`src/rtl/apb_i2c_pkg.sv`:
```
// Shared register map, FSM state and interrupt bit positions for the I2C APB front end.
package apb_i2c_pkg;

  localparam int unsigned ADDR_TXDATA   = 32'h00;
  localparam int unsigned ADDR_RXDATA   = 32'h04;
  localparam int unsigned ADDR_CONFIG   = 32'h08;
  localparam int unsigned ADDR_TIMEOUT  = 32'h0C;
  localparam int unsigned ADDR_STATUS   = 32'h10;
  localparam int unsigned ADDR_INT_EN   = 32'h14;
  localparam int unsigned ADDR_INT_STAT = 32'h18;

  localparam int INT_W        = 3;
  localparam int INT_TX_EMPTY = 0;
  localparam int INT_RX_AVAIL = 1;
  localparam int INT_I2C_ERR  = 2;

  typedef enum logic [1:0] {IDLE, TX_WAIT, RX_LAT, DONE} state_t;

endpackage

```
`src/rtl/apb_i2c_irq.sv`:
```
// Edge-detected sticky interrupt status with W1C clear, enable mask and irq reduction.
// Latency: an input edge shows in INT_STAT and irq one PCLK after it is seen.
// Backpressure: none; a set event on the same edge as a W1C clear wins.
module apb_i2c_irq
  import apb_i2c_pkg::*;
(
  input  logic             PCLK,
  input  logic             PRESETn,
  input  logic             tx_empty,
  input  logic             rx_empty,
  input  logic             i2c_error,
  input  logic             en_we,
  input  logic             stat_we,
  input  logic [INT_W-1:0] wdata,
  output logic [INT_W-1:0] int_en,
  output logic [INT_W-1:0] int_stat,
  output logic             irq
);

  logic             tx_empty_q, rx_empty_q, err_q;
  logic [INT_W-1:0] set_ev, clr;

  always_comb begin
    set_ev               = '0;
    set_ev[INT_TX_EMPTY] = tx_empty & ~tx_empty_q;
    set_ev[INT_RX_AVAIL] = rx_empty_q & ~rx_empty;
    set_ev[INT_I2C_ERR]  = i2c_error & ~err_q;
    clr                  = stat_we ? wdata : '0;
  end

  // Previous-value flops reset to the idle levels so reset release raises nothing.
  always_ff @(posedge PCLK) begin
    if (!PRESETn) begin
      tx_empty_q <= 1'b1;
      rx_empty_q <= 1'b1;
      err_q      <= 1'b0;
      int_en     <= '0;
      int_stat   <= '0;
    end else begin
      tx_empty_q <= tx_empty;
      rx_empty_q <= rx_empty;
      err_q      <= i2c_error;
      if (en_we) int_en <= wdata;
      int_stat <= (int_stat & ~clr) | set_ev;
    end
  end

  assign irq = |(int_stat & int_en);

endmodule

```
`src/rtl/apb_i2c_csr.sv`:
```
// APB3 CSR slave for the I2C core: register decode, TX push and RX pop with wait states.
// Latency: CSR accesses zero-wait; RXDATA completes RX_RD_LAT cycles after the pop.
// Backpressure: full TX FIFO stalls PREADY up to TX_WAIT_MAX cycles, then PSLVERR.
module apb_i2c_csr
  import apb_i2c_pkg::*;
#(
  parameter int DATA_W      = 32,
  parameter int ADDR_W      = 8,
  parameter int CFG_W       = 14,
  parameter int TOUT_W      = 14,
  parameter int RX_RD_LAT   = 1,
  parameter int TX_WAIT_MAX = 15
) (
  input  logic              PCLK,
  input  logic              PRESETn,
  input  logic              PSELx,
  input  logic              PENABLE,
  input  logic              PWRITE,
  input  logic [ADDR_W-1:0] PADDR,
  input  logic [DATA_W-1:0] PWDATA,
  output logic [DATA_W-1:0] PRDATA,
  output logic              PREADY,
  output logic              PSLVERR,
  output logic              tx_wr_en,
  output logic [DATA_W-1:0] tx_wdata,
  input  logic              tx_full,
  input  logic              tx_empty,
  output logic              rx_rd_en,
  input  logic [DATA_W-1:0] rx_rdata,
  input  logic              rx_empty,
  input  logic              i2c_error,
  output logic [CFG_W-1:0]  cfg_reg,
  output logic [TOUT_W-1:0] tout_reg,
  output logic              irq
);

  localparam int CNT_MAX = (TX_WAIT_MAX > RX_RD_LAT) ? TX_WAIT_MAX : RX_RD_LAT;
  localparam int CNT_W   = $clog2(CNT_MAX + 1);

  state_t           state;
  logic [CNT_W-1:0] cnt;
  logic             cfg_we, tout_we, en_we, stat_we;
  logic [INT_W-1:0] int_en, int_stat;

  assign tx_wdata = PWDATA;

  always_comb begin
    PREADY   = 1'b0;
    PSLVERR  = 1'b0;
    PRDATA   = '0;
    tx_wr_en = 1'b0;
    rx_rd_en = 1'b0;
    cfg_we   = 1'b0;
    tout_we  = 1'b0;
    en_we    = 1'b0;
    stat_we  = 1'b0;
    if (PRESETn && PSELx) begin
      unique case (state)
        IDLE: if (PENABLE) begin
          PREADY = 1'b1;
          if (PADDR[1:0] != 2'b00) begin
            PSLVERR = 1'b1;
          end else if (PADDR == ADDR_W'(ADDR_TXDATA)) begin
            if (!PWRITE)     PSLVERR  = 1'b1;
            else if (tx_full) PREADY  = 1'b0;
            else             tx_wr_en = 1'b1;
          end else if (PADDR == ADDR_W'(ADDR_RXDATA)) begin
            if (PWRITE || rx_empty) PSLVERR = 1'b1;
            else begin
              PREADY   = 1'b0;
              rx_rd_en = 1'b1;
            end
          end else if (PADDR == ADDR_W'(ADDR_CONFIG)) begin
            if (PWRITE) cfg_we = 1'b1;
            else        PRDATA = DATA_W'(cfg_reg);
          end else if (PADDR == ADDR_W'(ADDR_TIMEOUT)) begin
            if (PWRITE) tout_we = 1'b1;
            else        PRDATA  = DATA_W'(tout_reg);
          end else if (PADDR == ADDR_W'(ADDR_STATUS)) begin
            if (PWRITE) PSLVERR = 1'b1;
            else        PRDATA  = DATA_W'({i2c_error, rx_empty, tx_empty, tx_full});
          end else if (PADDR == ADDR_W'(ADDR_INT_EN)) begin
            if (PWRITE) en_we  = 1'b1;
            else        PRDATA = DATA_W'(int_en);
          end else if (PADDR == ADDR_W'(ADDR_INT_STAT)) begin
            if (PWRITE) stat_we = 1'b1;
            else        PRDATA  = DATA_W'(int_stat);
          end else begin
            PSLVERR = 1'b1;
          end
        end
        TX_WAIT: begin
          if (!tx_full) begin
            PREADY   = 1'b1;
            tx_wr_en = 1'b1;
          end else if (cnt == CNT_W'(TX_WAIT_MAX)) begin
            PREADY  = 1'b1;
            PSLVERR = 1'b1;
          end
        end
        RX_LAT: if (cnt == CNT_W'(RX_RD_LAT)) begin
          PREADY = 1'b1;
          PRDATA = rx_rdata;
        end
        default: ;
      endcase
    end
  end

  // cnt counts stalled cycles of the current access, the first access cycle included.
  always_ff @(posedge PCLK) begin
    if (!PRESETn) begin
      state    <= IDLE;
      cnt      <= '0;
      cfg_reg  <= '0;
      tout_reg <= '0;
    end else begin
      if (cfg_we)  cfg_reg  <= PWDATA[CFG_W-1:0];
      if (tout_we) tout_reg <= PWDATA[TOUT_W-1:0];
      unique case (state)
        IDLE: if (PSELx && PENABLE) begin
          cnt <= CNT_W'(1);
          if (PREADY)        state <= DONE;
          else if (rx_rd_en) state <= RX_LAT;
          else               state <= TX_WAIT;
        end
        TX_WAIT, RX_LAT: begin
          if (!PSELx)      state <= IDLE;
          else if (PREADY) state <= DONE;
          else             cnt   <= cnt + CNT_W'(1);
        end
        DONE:    state <= IDLE;
        default: state <= IDLE;
      endcase
    end
  end

  apb_i2c_irq u_irq (
    .PCLK      (PCLK),
    .PRESETn   (PRESETn),
    .tx_empty  (tx_empty),
    .rx_empty  (rx_empty),
    .i2c_error (i2c_error),
    .en_we     (en_we),
    .stat_we   (stat_we),
    .wdata     (PWDATA[INT_W-1:0]),
    .int_en    (int_en),
    .int_stat  (int_stat),
    .irq       (irq)
  );

endmodule
```
`config.mk`:
```
export PLATFORM = sky130hd
export DESIGN_NAME = apb_i2c_csr
export DESIGN_NICKNAME = d
export VERILOG_FILES = /design/src/rtl/apb_i2c_pkg.sv /design/src/rtl/apb_i2c_irq.sv /design/src/rtl/apb_i2c_csr.sv
export SDC_FILE = /design/constraint.sdc
export NUM_CORES = 1
export LEC_CHECK = 0
export ABC_AREA = 1
export BUFFER_PORTS_ARGS = -buffer_cell sky130_fd_sc_hd__buf_2
export CAP_MARGIN = 20
export CORE_MARGIN = 4
export CORE_UTILIZATION = 45
export DETAILED_ROUTE_END_ITERATION = 8
export MAX_ROUTING_LAYER = met4
export PLACE_DENSITY_LB_ADDON = 0.15
export REMOVE_ABC_BUFFERS = 1
export SYNTH_ARGS = -nofsm -noshare
export SYNTH_HDL_FRONTEND = slang
export SYNTH_HIERARCHICAL = 1
export SYNTH_SLANG_ARGS = --single-unit
```
`constraint.sdc`:
```
create_clock -name PCLK -period 2.25 [get_ports PCLK]
set_input_delay 0 -clock PCLK [delete_from_list [all_inputs] [get_ports PCLK]]
set_output_delay 0 -clock PCLK [all_outputs]
set_load 0.02 [all_outputs]
```
==> flow_summary.yaml, run 1 <==
power:
  power_switching_uw: 730
  power.density_nw_per_um2: 505
  ir_drop_mv: 0.252
  power.static_leakage_nw: 2.05
  p_seq_share_pct: 41.0
  combPwrFrac_pct: 33.4
  clkPwrFrac_pct: 25.6
  sw_frac_of_total_pct: 36.0
  power_report.internal_total_mw: 1.30
global_route:
  first_pass_grt_wire_length_mm: 15.3
  maximum_number_of_pins_on_one_net_before_global_route_repair: 39
  vias_in_the_first_global_route: 3221
  grt.total_usage_pct: 22.5
  grt_antenna_before_repair: 0
  grt_overflow_total: 0
synth:
  yosysSeqAreaShare_pct: 26.7
  netlist_area_um2: 3230
  syn-mean-instance-area_um2: 7.09
  synth_flop_type: "sky130_fd_sc_hd__dfxtp_1"
  synthesized_instance_count: 455
  post-synth-top-area-cell: "sky130_fd_sc_hd__dfxtp_1"
  synthMostInstantiatedCell: "sky130_fd_sc_hd__nand2_1"
  synth_commonest_cells: "85 x sky130_fd_sc_hd__nand2_1, 60 x sky130_fd_sc_hd__nor2_1, 43 x sky130_fd_sc_hd__a21oi_1, 43 x sky130_fd_sc_hd__dfxtp_1, 39 x sky130_fd_sc_hd__inv_1"
  yosys.area.top_type_share_pct: 26.7
  synth_warnings: 6
  synth_top_area_cells: "sky130_fd_sc_hd__dfxtp_1 27%, sky130_fd_sc_hd__nand2_1 9.9%, sky130_fd_sc_hd__buf_4 7.7%"
  synth_async_sr_flop_share_pct: 0
  postSynthRegisterBits: 43
  synth_enable_flop_cells: 0
  yosys.cell_types.count: 41
sta:
  slew_headroom_pct: 70.5
  setup_clock_skew_after_layout_ns: 0.00655
  setup_violation_total_in_the_final_timing_report: 0
  tns_ns: 0
  tightestPinTransition_ns: 0.439
  timing.final.crit_share_pct: 91.0
  final_hold_vio_count: 0
  min_period_ns: 2.05
  max_freq_mhz: 488
  timing.final.max_slew_violations: 0
  unrepaired_setup_endpoints_after_global_routing: "false"
  hold_ws_ns: 0.0000378
hold_path:
  hold_start: "PWDATA[31]"
  hp-class: "in2out"
worst_setup_path:
  slowest_stage: "sky130_fd_sc_hd__dfxtp_1"
  timing.critical_path.from_type: "register"
  worstPathBufferInverterCount: 4
  cells_traversed_along_the_worst_timing_path: "inv_1 -> ha_2 -> nand2_2 -> nor2_1 -> nand3_1 -> nor2_2 -> buf_4 -> inv_1 -> nor2_1 -> nand2_1 -> a21oi_1 -> buf_2"
  worstReg2RegStart: "state[0]"
  critPathMaxFanout: 5
  crit_path_max_incr_delay_ns: 0.34
  critical_path_arrival_ns: 2.05
  cpLargestDelayFamily: "simple AND/OR/NAND/NOR gates"
  setup.worst_path.end_class: "output port"
  cp-startpoint: "state[0]"
  crit_required_ns: 2.25
  timing.setup.critical_path_class: "reg2out"
drt:
  num_vias: 3325
  initialDrtViolationCount: 125
  ant_nets: 0
  wl_mm: 9.34
  drt_drc_violations_left: 0
  dr.pass1.iters: 4
  post_drt_via_cell_ratio: 4.93
  route.detailed.wl_per_inst_um: 13.9
clocking:
  insertion_delay_ns: 0.29
  clockBufferDepth: 2
  cts_made_buffers: 5
  tritoncts: "built"
  clkSlewWorstSetupHoldPaths_ns: 0.08
  tritoncts_num_sinks: 43
  clockRootBuffer: "sky130_fd_sc_hd__clkbuf_8"
  h_tree_levels: 2
finish:
  drive_gt1_share_pct: 38.4
  nNetsFinal: 665
  inserted_diodes: 0
  num-fill-cells: 685
  flow.area_growth_from_synthesis_pct: 24.4
die:
  die_width_um: 92.7
  core_region_area_um2: 6870
  num_io_pins: 178
  core.rowCount: 30
  initial_utilization_pct: 47.0
  dieHeight_um: 92.7
  fp.dieArea_um2: 8590
placement:
  io_buffers: 141
  place.gp.congestion: 0.835
  place_hpwl_mm: 7.06
run:
  timing.max_cap.violations: 0
outcome:
  run_status: "complete, no violations"
==> area by class of cell <==
type	count	area (um^2)	share of cell area, %
clock buffers	6	82.6	2.06
clock inverters	1	8.76	0.218
inverters	47	184	4.58
multi-input cells	319	1860	46.2
flip-flops and latches	43	861	21.5
well taps	96	120	2.99
repair buffers	162	901	22.5
==> metal layers <==
layer  track usage [%]  up-vias  part of all wire, %
li1                  -     1685                    -
met1              28.2     1474                   43
met2              34.7      158                   45
met3              7.39        8                   10
met4              6.23        0                  1.2
met5                 -        -                    0
==> cell families after synthesis <==
kind of cell,after synthesis,synth area share [%]
fa+ha+maj,6,2.33
buf+inv,93,16.0
xor+xnor,2,0.543
flops,43,26.7
simple gates,213,35.7
compound gates,98,18.8
==> layout by cell type (no fill, tap or decap), types with 4 or more instances in the layout <==
cell type and instances:
sky130_fd_sc_hd__a21oi_1 43, sky130_fd_sc_hd__a21oi_2 10, sky130_fd_sc_hd__buf_2 141, sky130_fd_sc_hd__buf_4 6
sky130_fd_sc_hd__clkbuf_8 6, sky130_fd_sc_hd__dfxtp_1 43, sky130_fd_sc_hd__dlygate4sd3_1 15, sky130_fd_sc_hd__ha_1 5
sky130_fd_sc_hd__inv_1 39, sky130_fd_sc_hd__nand2_1 84, sky130_fd_sc_hd__nand2_4 10, sky130_fd_sc_hd__nand3_1 21
sky130_fd_sc_hd__nor2_1 60, sky130_fd_sc_hd__nor2_2 4, sky130_fd_sc_hd__nor2_4 12, sky130_fd_sc_hd__o211ai_2 9
sky130_fd_sc_hd__o21ai_0 25, sky130_fd_sc_hd__o21ai_1 7
==> power groups by stage <==
stage	Clock (mW)	Combinational (mW)	Sequential, mW
5_1_grt	0.553	0.760	0.838
2_1_floorplan	0	0.426	0.842
6_report	0.519	0.677	0.830
3_3_place_gp	0	0.634	0.846
3_5_place_dp	0	0.643	0.848
4_1_cts	0.533	0.664	0.830
==> through the flow <==
stage          util (%)  power, mW  instances  instance area [um^2]  setup slack, ns
2_1_floorplan         -       1.27        409                  2900            0.268
4_1_cts            58.3       2.03        674                  4010            0.115
3_5_place_dp       54.8       1.49        652                  3770            0.204
6_report           58.4       2.03        674                  4010            0.202
5_1_grt            58.4       2.15        674                  4010           0.0159
3_3_place_gp       54.8       1.48        652                  3770            0.261
==> timing repair <==
item | in CTS | in global routing
endpoints found under the hold margin | 28 | 0
hold buffers | 15 | 0
setup endpoints to repair | 0 | 6
gates resized for setup | 0 | 2
setup buffers | 0 | 0
==> worst register-to-register path: stages, from the launching register on <==
cell                      delay [ns]
sky130_fd_sc_hd__dfxtp_1        0.34
sky130_fd_sc_hd__inv_1          0.10
sky130_fd_sc_hd__ha_2           0.20
sky130_fd_sc_hd__nand2_2        0.11
sky130_fd_sc_hd__nor2_8         0.15
sky130_fd_sc_hd__nand3_4        0.15
sky130_fd_sc_hd__or3_4          0.36
sky130_fd_sc_hd__nor2_1         0.22
sky130_fd_sc_hd__inv_1          0.12
sky130_fd_sc_hd__nor2_1         0.13
sky130_fd_sc_hd__nor2_1         0.06
==> path summary, 6_finish.rpt <==
kind                        to  slack [ns]  cells after the start
max                  PRDATA[0]        0.20                     12
min               tx_wdata[31]     0.00004                      0
max reg2reg    u_irq/int_en[0]        0.23                     10
min reg2reg  u_irq/int_stat[2]        0.42                      1
Note: power is estimated with default switching activity, not from simulation.
==> run 2, diff against run 1 <==
Settings changed: CORE_MARGIN 4 to 2.
==> run 2 against run 1 <==
  * Routed wire length shrank 0.31%
  * Final area rose by 1.0%
  * Core utilization is 0.58 points higher
  * First-iteration DRC count increased by 38%
  * Combinational power increased by 1%
  * Worst hold slack barely moved
  * Cell count increased by 0.45%
  * Sequential power about the same
  * Critical path type unchanged
  * Critical endpoint is now PRDATA[7]
  * Highest routed layer unchanged
==> flow_summary.yaml, run 2 (synthesis results as in run 1) <==
sta:
  timing.final.max_slew_violations: 0
  setup_clock_skew_after_layout_ns: 0.00537
  max_freq_mhz: 485
  unrepaired_setup_endpoints_after_global_routing: "false"
  min_period_ns: 2.06
  slew_headroom_pct: 74.6
  tightestPinTransition_ns: 0.380
  timing.final.crit_share_pct: 91.6
  setup_violation_total_in_the_final_timing_report: 0
  tns_ns: 0
  final_hold_vio_count: 0
global_route:
  maximum_number_of_pins_on_one_net_before_global_route_repair: 37
  grt_antenna_before_repair: 0
  grt_overflow_total: 0
  first_pass_grt_wire_length_mm: 14.4
  vias_in_the_first_global_route: 3073
  grt.total_usage_pct: 24.4
placement:
  io_buffers: 141
  place.gp.congestion: 0.858
  place_hpwl_mm: 6.99
die:
  die_width_um: 88.7
  fp.dieArea_um2: 7860
  core_region_area_um2: 6870
  initial_utilization_pct: 47.0
  dieHeight_um: 88.7
  core.rowCount: 30
  num_io_pins: 178
hold_path:
  hp-class: "in2out"
  whs_path_depth: 0
  hold_start: "PWDATA[14]"
  hold_end: "tx_wdata[14]"
worst_setup_path:
  r2r_end: "u_irq/int_en[0]"
  worstReg2RegStart: "state[0]"
  critical_path_arrival_ns: 2.06
  setup.worst_path.end_class: "output port"
  reg2reg_setup_slack_ns: 0.24
  crit_required_ns: 2.25
  timing.reg2reg.worst_path_depth: 10
  timing.setup.critical_path_class: "reg2out"
  timing.critical_path.from_type: "register"
  critPathMaxFanout: 5
drt:
  wl_mm: 9.31
  ant_nets: 0
  dr.pass1.iters: 4
  drt_drc_violations_left: 0
  num_vias: 3358
  route.detailed.wl_per_inst_um: 13.7
  post_drt_via_cell_ratio: 4.96
  initialDrtViolationCount: 173
finish:
  inserted_diodes: 0
  flow.area_growth_from_synthesis_pct: 25.6
  layout.cells.most_common: "sky130_fd_sc_hd__buf_2"
  num-fill-cells: 669
  drive_gt1_share_pct: 38.2
  final_cell_mix: "141 x sky130_fd_sc_hd__buf_2, 84 x sky130_fd_sc_hd__nand2_1, 60 x sky130_fd_sc_hd__nor2_1"
  nNetsFinal: 668
power:
  power.total_mw: 2.11
  sw_frac_of_total_pct: 35.0
  power.density_nw_per_um2: 521
  clkPwrFrac_pct: 28.2
  combPwrFrac_pct: 32.4
  power_report.internal_total_mw: 1.37
  ir_drop_mv: 0.290
  p_seq_share_pct: 39.4
  power.static_leakage_nw: 2.06
  power_switching_uw: 739
clocking:
  clockRootBuffer: "sky130_fd_sc_hd__clkbuf_8"
  clockBufferDepth: 2
  tritoncts_num_sinks: 43
  insertion_delay_ns: 0.30
  tritoncts: "built"
  clkSlewWorstSetupHoldPaths_ns: 0.08
  cts_made_buffers: 5
  h_tree_levels: 2
outcome:
  run_status: "complete, no violations"
run:
  timing.max_cap.violations: 0
## run 2: cell count changes in the layout (fill, tap and decap cells not counted)
cell and delta:
sky130_fd_sc_hd__ha_1 +1, sky130_fd_sc_hd__ha_2 -1, sky130_fd_sc_hd__clkinvlp_4 +1, sky130_fd_sc_hd__buf_4 +1, sky130_fd_sc_hd__bufinv_16 +1, sky130_fd_sc_hd__inv_6 -1, sky130_fd_sc_hd__clkbuf_8 -1, sky130_fd_sc_hd__clkinv_1 -1
sky130_fd_sc_hd__clkbuf_1 +1, sky130_fd_sc_hd__dlygate4sd3_1 +2
## run 2: how the worst max path moves through the flow
stage	startpoint	endpoint	cells after the start
after detailed placement	state[0]	u_irq/int_en[0]	10
final	state[0]	PRDATA[7]	10
after floorplan	state[0]	PRDATA[1]	10
after CTS	state[0]	PRDATA[25]	7
after global placement	state[0]	u_irq/int_stat[2]	10
after global routing	state[0]	PRDATA[1]	11
## run 2: cell type report
cell class                      instances  area (um^2)  share of cell area (%)
Multi-Input combinational cell        319         1850                    45.7
Timing Repair Buffer                  165          928                    22.9
Sequential cell                        43          861                    21.2
Inverter                               47          188                    4.63
Tap cell                               96          120                    2.96
Clock buffer                            6         72.6                    1.79
Clock inverter                          1         30.0                   0.741
## run 2: per-stage QoR
stage                     area, um^2  instances  setup WS [ns]  hold slack [ns]  util (%)
final                           4050        677          0.189         0.000185      59.0
after global routing            4050        677        0.00528         0.000143      59.0
after CTS                       4040        676         0.0489         0.000210      58.8
after detailed placement        3770        652          0.211         0.000210      54.8
after global placement          3770        652          0.278         0.000210      54.8
after floorplan                 2900        409          0.268                0         -
## run 2: worst max-delay path, cell delays in order, from the launching register on
cell and delay (ns):
sky130_fd_sc_hd__dfxtp_1 0.34, sky130_fd_sc_hd__inv_1 0.10, sky130_fd_sc_hd__ha_1 0.21, sky130_fd_sc_hd__nand2_2 0.12
sky130_fd_sc_hd__nor2_1 0.12, sky130_fd_sc_hd__nand3_1 0.12, sky130_fd_sc_hd__nor2_2 0.16, sky130_fd_sc_hd__buf_4 0.19
sky130_fd_sc_hd__o211ai_2 0.10, sky130_fd_sc_hd__a21oi_2 0.13, sky130_fd_sc_hd__buf_2 0.18
## run 2: power groups by stage
| stage | Sequential (mW) | Clock, mW | Combinational (mW) |
|---|---|---|---|
| CTS | 0.831 | 0.606 | 0.672 |
| floorplan | 0.842 | 0 | 0.426 |
| global placement | 0.846 | 0 | 0.637 |
| detailed placement | 0.849 | 0 | 0.646 |
| finish | 0.832 | 0.595 | 0.684 |
| global route | 0.837 | 0.636 | 0.769 |
## run 2: timing repair
item / CTS / global route
hold buffers: 17 / 0
buffers inserted: 0 / 1
resized for setup: 0 / 2
hold endpoints to repair: 30 / 0
endpoints found under the setup margin: 0 / 33
## run 2: routing by layer
layer | share of wire, % | routed length (um) | track usage (%)
met3 | 8.3 | 774 | 7.28
met4 | 1.6 | 149 | 7.16
met5 | 0 | 0 | -
met1 | 45 | 4230 | 30.5
met2 | 45 | 4150 | 38.1
